**src/rtl/debounce_fsm.sv**
```systemverilog
// Debounces a raw level: db_out follows the sampled input only after STABLE_CYCLES identical samples.
// Optional macro DEBOUNCE_SYNC_EN inserts a 2-flop synchronizer ahead of the FSM.
module debounce_fsm #(
  parameter int unsigned STABLE_CYCLES = 4,
  parameter bit          RESET_LEVEL   = 1'b0
) (
  input  logic clk,
  input  logic reset,
  input  logic raw_in,
  output logic db_out,
  output logic busy,
  output logic glitch
);

  localparam int unsigned CW = $clog2(STABLE_CYCLES + 1);
  localparam logic [CW-1:0] CNT_LAST = CW'(STABLE_CYCLES - 1);

  typedef enum logic [1:0] {
    IDLE_LOW  = 2'b00,
    WAIT_HIGH = 2'b01,
    IDLE_HIGH = 2'b10,
    WAIT_LOW  = 2'b11
  } state_t;

  localparam state_t RESET_STATE = RESET_LEVEL ? IDLE_HIGH : IDLE_LOW;

  logic s;

`ifdef DEBOUNCE_SYNC_EN
  logic sync_q1;
  logic sync_q2;

  always_ff @(posedge clk or negedge reset) begin
    if (!reset) begin
      sync_q1 <= RESET_LEVEL;
      sync_q2 <= RESET_LEVEL;
    end else begin
      sync_q1 <= raw_in;
      sync_q2 <= sync_q1;
    end
  end

  assign s = sync_q2;
`else
  assign s = raw_in;
`endif

  state_t        state, state_nxt;
  logic [CW-1:0] cnt, cnt_nxt;
  logic          db_nxt, busy_nxt, glitch_nxt;

  always_ff @(posedge clk or negedge reset) begin
    if (!reset) begin
      state  <= RESET_STATE;
      cnt    <= '0;
      db_out <= RESET_LEVEL;
      busy   <= 1'b0;
      glitch <= 1'b0;
    end else begin
      state  <= state_nxt;
      cnt    <= cnt_nxt;
      db_out <= db_nxt;
      busy   <= busy_nxt;
      glitch <= glitch_nxt;
    end
  end

  always_comb begin
    state_nxt  = state;
    cnt_nxt    = cnt;
    db_nxt     = db_out;
    busy_nxt   = busy;
    glitch_nxt = 1'b0;
    case (state)
      IDLE_LOW: begin
        db_nxt   = 1'b0;
        busy_nxt = 1'b0;
        cnt_nxt  = '0;
        if (s) begin
          state_nxt = WAIT_HIGH;
          cnt_nxt   = CW'(1);
          busy_nxt  = 1'b1;
        end
      end
      WAIT_HIGH: begin
        db_nxt = 1'b0;
        if (!s) begin
          state_nxt  = IDLE_LOW;
          cnt_nxt    = '0;
          busy_nxt   = 1'b0;
          glitch_nxt = 1'b1;
        end else if (cnt == CNT_LAST) begin
          state_nxt = IDLE_HIGH;
          cnt_nxt   = '0;
          db_nxt    = 1'b1;
          busy_nxt  = 1'b0;
        end else begin
          cnt_nxt  = cnt + CW'(1);
          busy_nxt = 1'b1;
        end
      end
      IDLE_HIGH: begin
        db_nxt   = 1'b1;
        busy_nxt = 1'b0;
        cnt_nxt  = '0;
        if (!s) begin
          state_nxt = WAIT_LOW;
          cnt_nxt   = CW'(1);
          busy_nxt  = 1'b1;
        end
      end
      WAIT_LOW: begin
        db_nxt = 1'b1;
        if (s) begin
          state_nxt  = IDLE_HIGH;
          cnt_nxt    = '0;
          busy_nxt   = 1'b0;
          glitch_nxt = 1'b1;
        end else if (cnt == CNT_LAST) begin
          state_nxt = IDLE_LOW;
          cnt_nxt   = '0;
          db_nxt    = 1'b0;
          busy_nxt  = 1'b0;
        end else begin
          cnt_nxt  = cnt + CW'(1);
          busy_nxt = 1'b1;
        end
      end
      default: begin
        // Any corrupted encoding falls back to the reset idle state.
        state_nxt = RESET_STATE;
        cnt_nxt   = '0;
        db_nxt    = RESET_LEVEL;
        busy_nxt  = 1'b0;
      end
    endcase
  end

endmodule

```
**config.mk**
```make
export PLATFORM = sky130hd
export DESIGN_NAME = debounce_fsm
export DESIGN_NICKNAME = d
export VERILOG_FILES = /design/src/rtl/debounce_fsm.sv
export SDC_FILE = /design/constraint.sdc
export NUM_CORES = 1
export LEC_CHECK = 0
export CAP_MARGIN = 25
export CORE_AREA = 5 5 42 44
export DETAILED_ROUTE_END_ITERATION = 10
export DIE_AREA = 0 0 47 49
export PLACE_DENSITY = 0.43
export SYNTH_ARGS = -nofsm -noshare
export SYNTH_HDL_FRONTEND = slang
export SYNTH_SLANG_ARGS = --single-unit
```
**constraint.sdc**
```tcl
create_clock -name clk -period 1.6 [get_ports clk]
set_input_delay 0.48 -clock clk [delete_from_list [all_inputs] [get_ports clk]]
set_output_delay 0.48 -clock clk [all_outputs]
set_load 0.01 [all_outputs]
```
==> impl_results.md <==
* CP delay by family, top: buffers and inverters
* Synth cell count leaders: dfrtp_1, inv_1, a31oi_1, mux2_2
* H-tree depth at 1
* Hold Path Depth at 1
* FP Rows at 14
* DR pass1 iterations at 1
* IO Count at 6
* Die height at 49 µm
* Antenna diode count at 0
* Clock Latency Late Sink at 250 ps
* Biggest area consumer among synthesized cells: dfrtp_1
* Horiz. Die Dim at 47 µm
* Syn_nets at 26
* Fillers at 152
* Fmax at 638 MHz
* Core area at 0.00140 mm²
* Fraction of registers with async set/reset at 100%
* Syn_area_per_cell at 14.0 µm²
* Max Fanout on Critical Path at 1
* Netlist cell types at 11
* Worst slew pin tran at 360 ps
* #FFs+latches synth at 8
* CP max stage cell: clkdlybuf4s50_1
* Required @ worst endpoint at 1120 ps
* Fraction of layout cells with a size suffix above 1 at 25.8%
* Crit path depth at 1
* Die area at 0.00230 mm²
* Largest net degree at the start of global routing at 9
* FF-to-FF path depth at 3
* Vias in the first global route at 223
* Worst path max stage delay at 530 ps
* Clock sinks at 8
* Max-cap viol count at 0
* Power Total at 769 µW
* Sequential fraction of the synthesis area at 64.8%
* DRC viols at 0
* Min-Delay Path Class: register to register
* Synth Flop Type: dfrtp_1
* Worst setup path start: db_out$_DFF_PN0_
* Inserted Clock Buffers at 3
* DR iter-0 viols at 0
* Root Driver: clkbuf_4
* Final Core Density at 29.6%
* IO Port Bufs at 5
* Remaining antenna violation count at 0
* Vias at 201
* Via density at 4.28
* Final slew viol count at 0
* CP Buf/Inv Count at 1
* Setup crit end: db_out
* Global-route wire length before repair at 924 µm
* Initial Util at 22.1%
* Fin crit share at 98.0%
* Crit path DAT at 1090 ps
* Critical path launch point type: register
* Clock-pin slew on the worst setup and hold paths at 50 ps
* Unrepaired setup endpoints after global routing: no
* Detailed-route wire length per cell at 11.5 µm
* Leak Pwr at 0.201 nW
* Crit end category: output port
* Crit Path Class: register to output port
* Count of final hold-check violations at 0
* Final Skew at 0.631 ps
* GRT Util Overall at 5.88%
* Cell area after synthesis at 309 µm²
* Peak supply drop at 0.458 mV
* Detailed Place HPWL at 395 µm
* Hold WS at 454 ps
* Grt ovf at 0
* Final setup viols at 0
* Top cell type's share of synthesized area at 64.8%
* CTS Buffer Depth at 2
* Final layout net count at 37
* Fin crit period at 1570 ps
* Status: completed
* Initial antenna violation count at 0
* Synth area leaders: dfrtp_1, mux2_2, a2111oi_2
* Crit Reg-Reg Startpoint: cnt[0]$_DFF_PN0_
* Final GP Congestion at 0.676
* Drt total wl at 541 µm
* Area grow syn2layout at 34.0%
* Worst slew margin at 75.9%
* Yosys warnings at 0
* Synth Instances at 22
* Cell chain of the critical path: clkdlybuf4s50_1
* FF-to-FF setup slack at 350 ps
* EDFF count, synth at 0
* Post-CTS setup buffer count at 0
* Most common cell in the netlist: dfrtp_1
* Power per cell area at 1860 mW/mm²
* CTS tree: built
[worst min path at each step]
stage / from / end / slack, ps
2_1_floorplan: reset / async pin / 180
3_3_place_gp: cnt[0]$_DFF_PN0_ / cnt[0]$_DFF_PN0_ / 440
3_5_place_dp: cnt[0]$_DFF_PN0_ / cnt[0]$_DFF_PN0_ / 450
4_1_cts: cnt[0]$_DFF_PN0_ / cnt[0]$_DFF_PN0_ / 460
5_1_grt: cnt[0]$_DFF_PN0_ / cnt[0]$_DFF_PN0_ / 480
6_report: cnt[0]$_DFF_PN0_ / cnt[0]$_DFF_PN0_ / 450
[cells by family (layout without fill, tap and decap cells)]
family | Yosys count | after routing | synth area share (%)
flops | 8 | 8 | 64.8
compound gates | 4 | 4 | 10.5
simple gates | 3 | 3 | 6.89
buf+inv | 3 | 12 | 3.64
mux | 2 | 2 | 7.29
fa+ha+maj | 1 | 1 | 4.05
xor+xnor | 1 | 1 | 2.83
[per-stage QoR]
step / setup TNS [ps] / cells / setup WS [ps] / cell area, µm²
floorplan: 0 / 22 / 427 / 309
global placement: -3.70 / 44 / -3.70 / 387
detailed placement: -24.2 / 44 / -24.2 / 387
CTS: 0 / 47 / 2.09 / 409
global route: 0 / 47 / 0.953 / 414
finish: 0 / 47 / 32.0 / 414
[layout make-up]
type                    instances  area [µm²]  area share (%)
flip-flops and latches          8         200            48.3
well taps                      16        20.0            4.83
repair buffers                  6        62.6            15.1
inverters                       3        11.3            2.72
clock buffers                   3        22.5            5.44
multi-input cells              11        97.6            23.6
[layout by cell type (no fill, tap or decap)]
master | Yosys | layout
dfrtp_1 | 8 | 8
inv_1 | 3 | 3
clkbuf_4 | 0 | 3
clkdlybuf4s50_1 | 0 | 3
mux2_2 | 2 | 2
a31oi_1 | 2 | 2
dlymetal6s2s_1 | 0 | 2
nand3b_1 | 1 | 1
xnor2_1 | 1 | 1
and2_2 | 1 | 1
a21oi_1 | 1 | 1
a2111oi_2 | 1 | 1
nor4_1 | 1 | 1
ha_1 | 1 | 1
buf_4 | 0 | 1
[timing repair]
item,4_1_cts,5_1_grt
resized for setup,0,2
endpoints found under the setup margin,0,2
endpoints found under the hold margin,0,0
hold buffers,0,0
[routing by layer]
metal	track usage, %	wire length (µm)	vias up
met3	2.58	52	0
li1	-	-	96
met5	0	0	-
met2	7.69	276	5
met1	6.04	213	100
met4	6.91	0	0
[worst register-to-register path: stages (launching register included)]
cell and delay [ps]:
dfrtp_1 380, ha_1 270, nand3b_1 150, mux2_2 340
[power by group]
part	internal [mW]	leakage, nW	switching [mW]
Clock	0.0857	0.0138	0.0667
Sequential	0.289	0.0993	0.0481
Combinational	0.156	0.0875	0.123
Total	0.531	0.201	0.238
No activity file was read; power rests on OpenSTA's default activity.
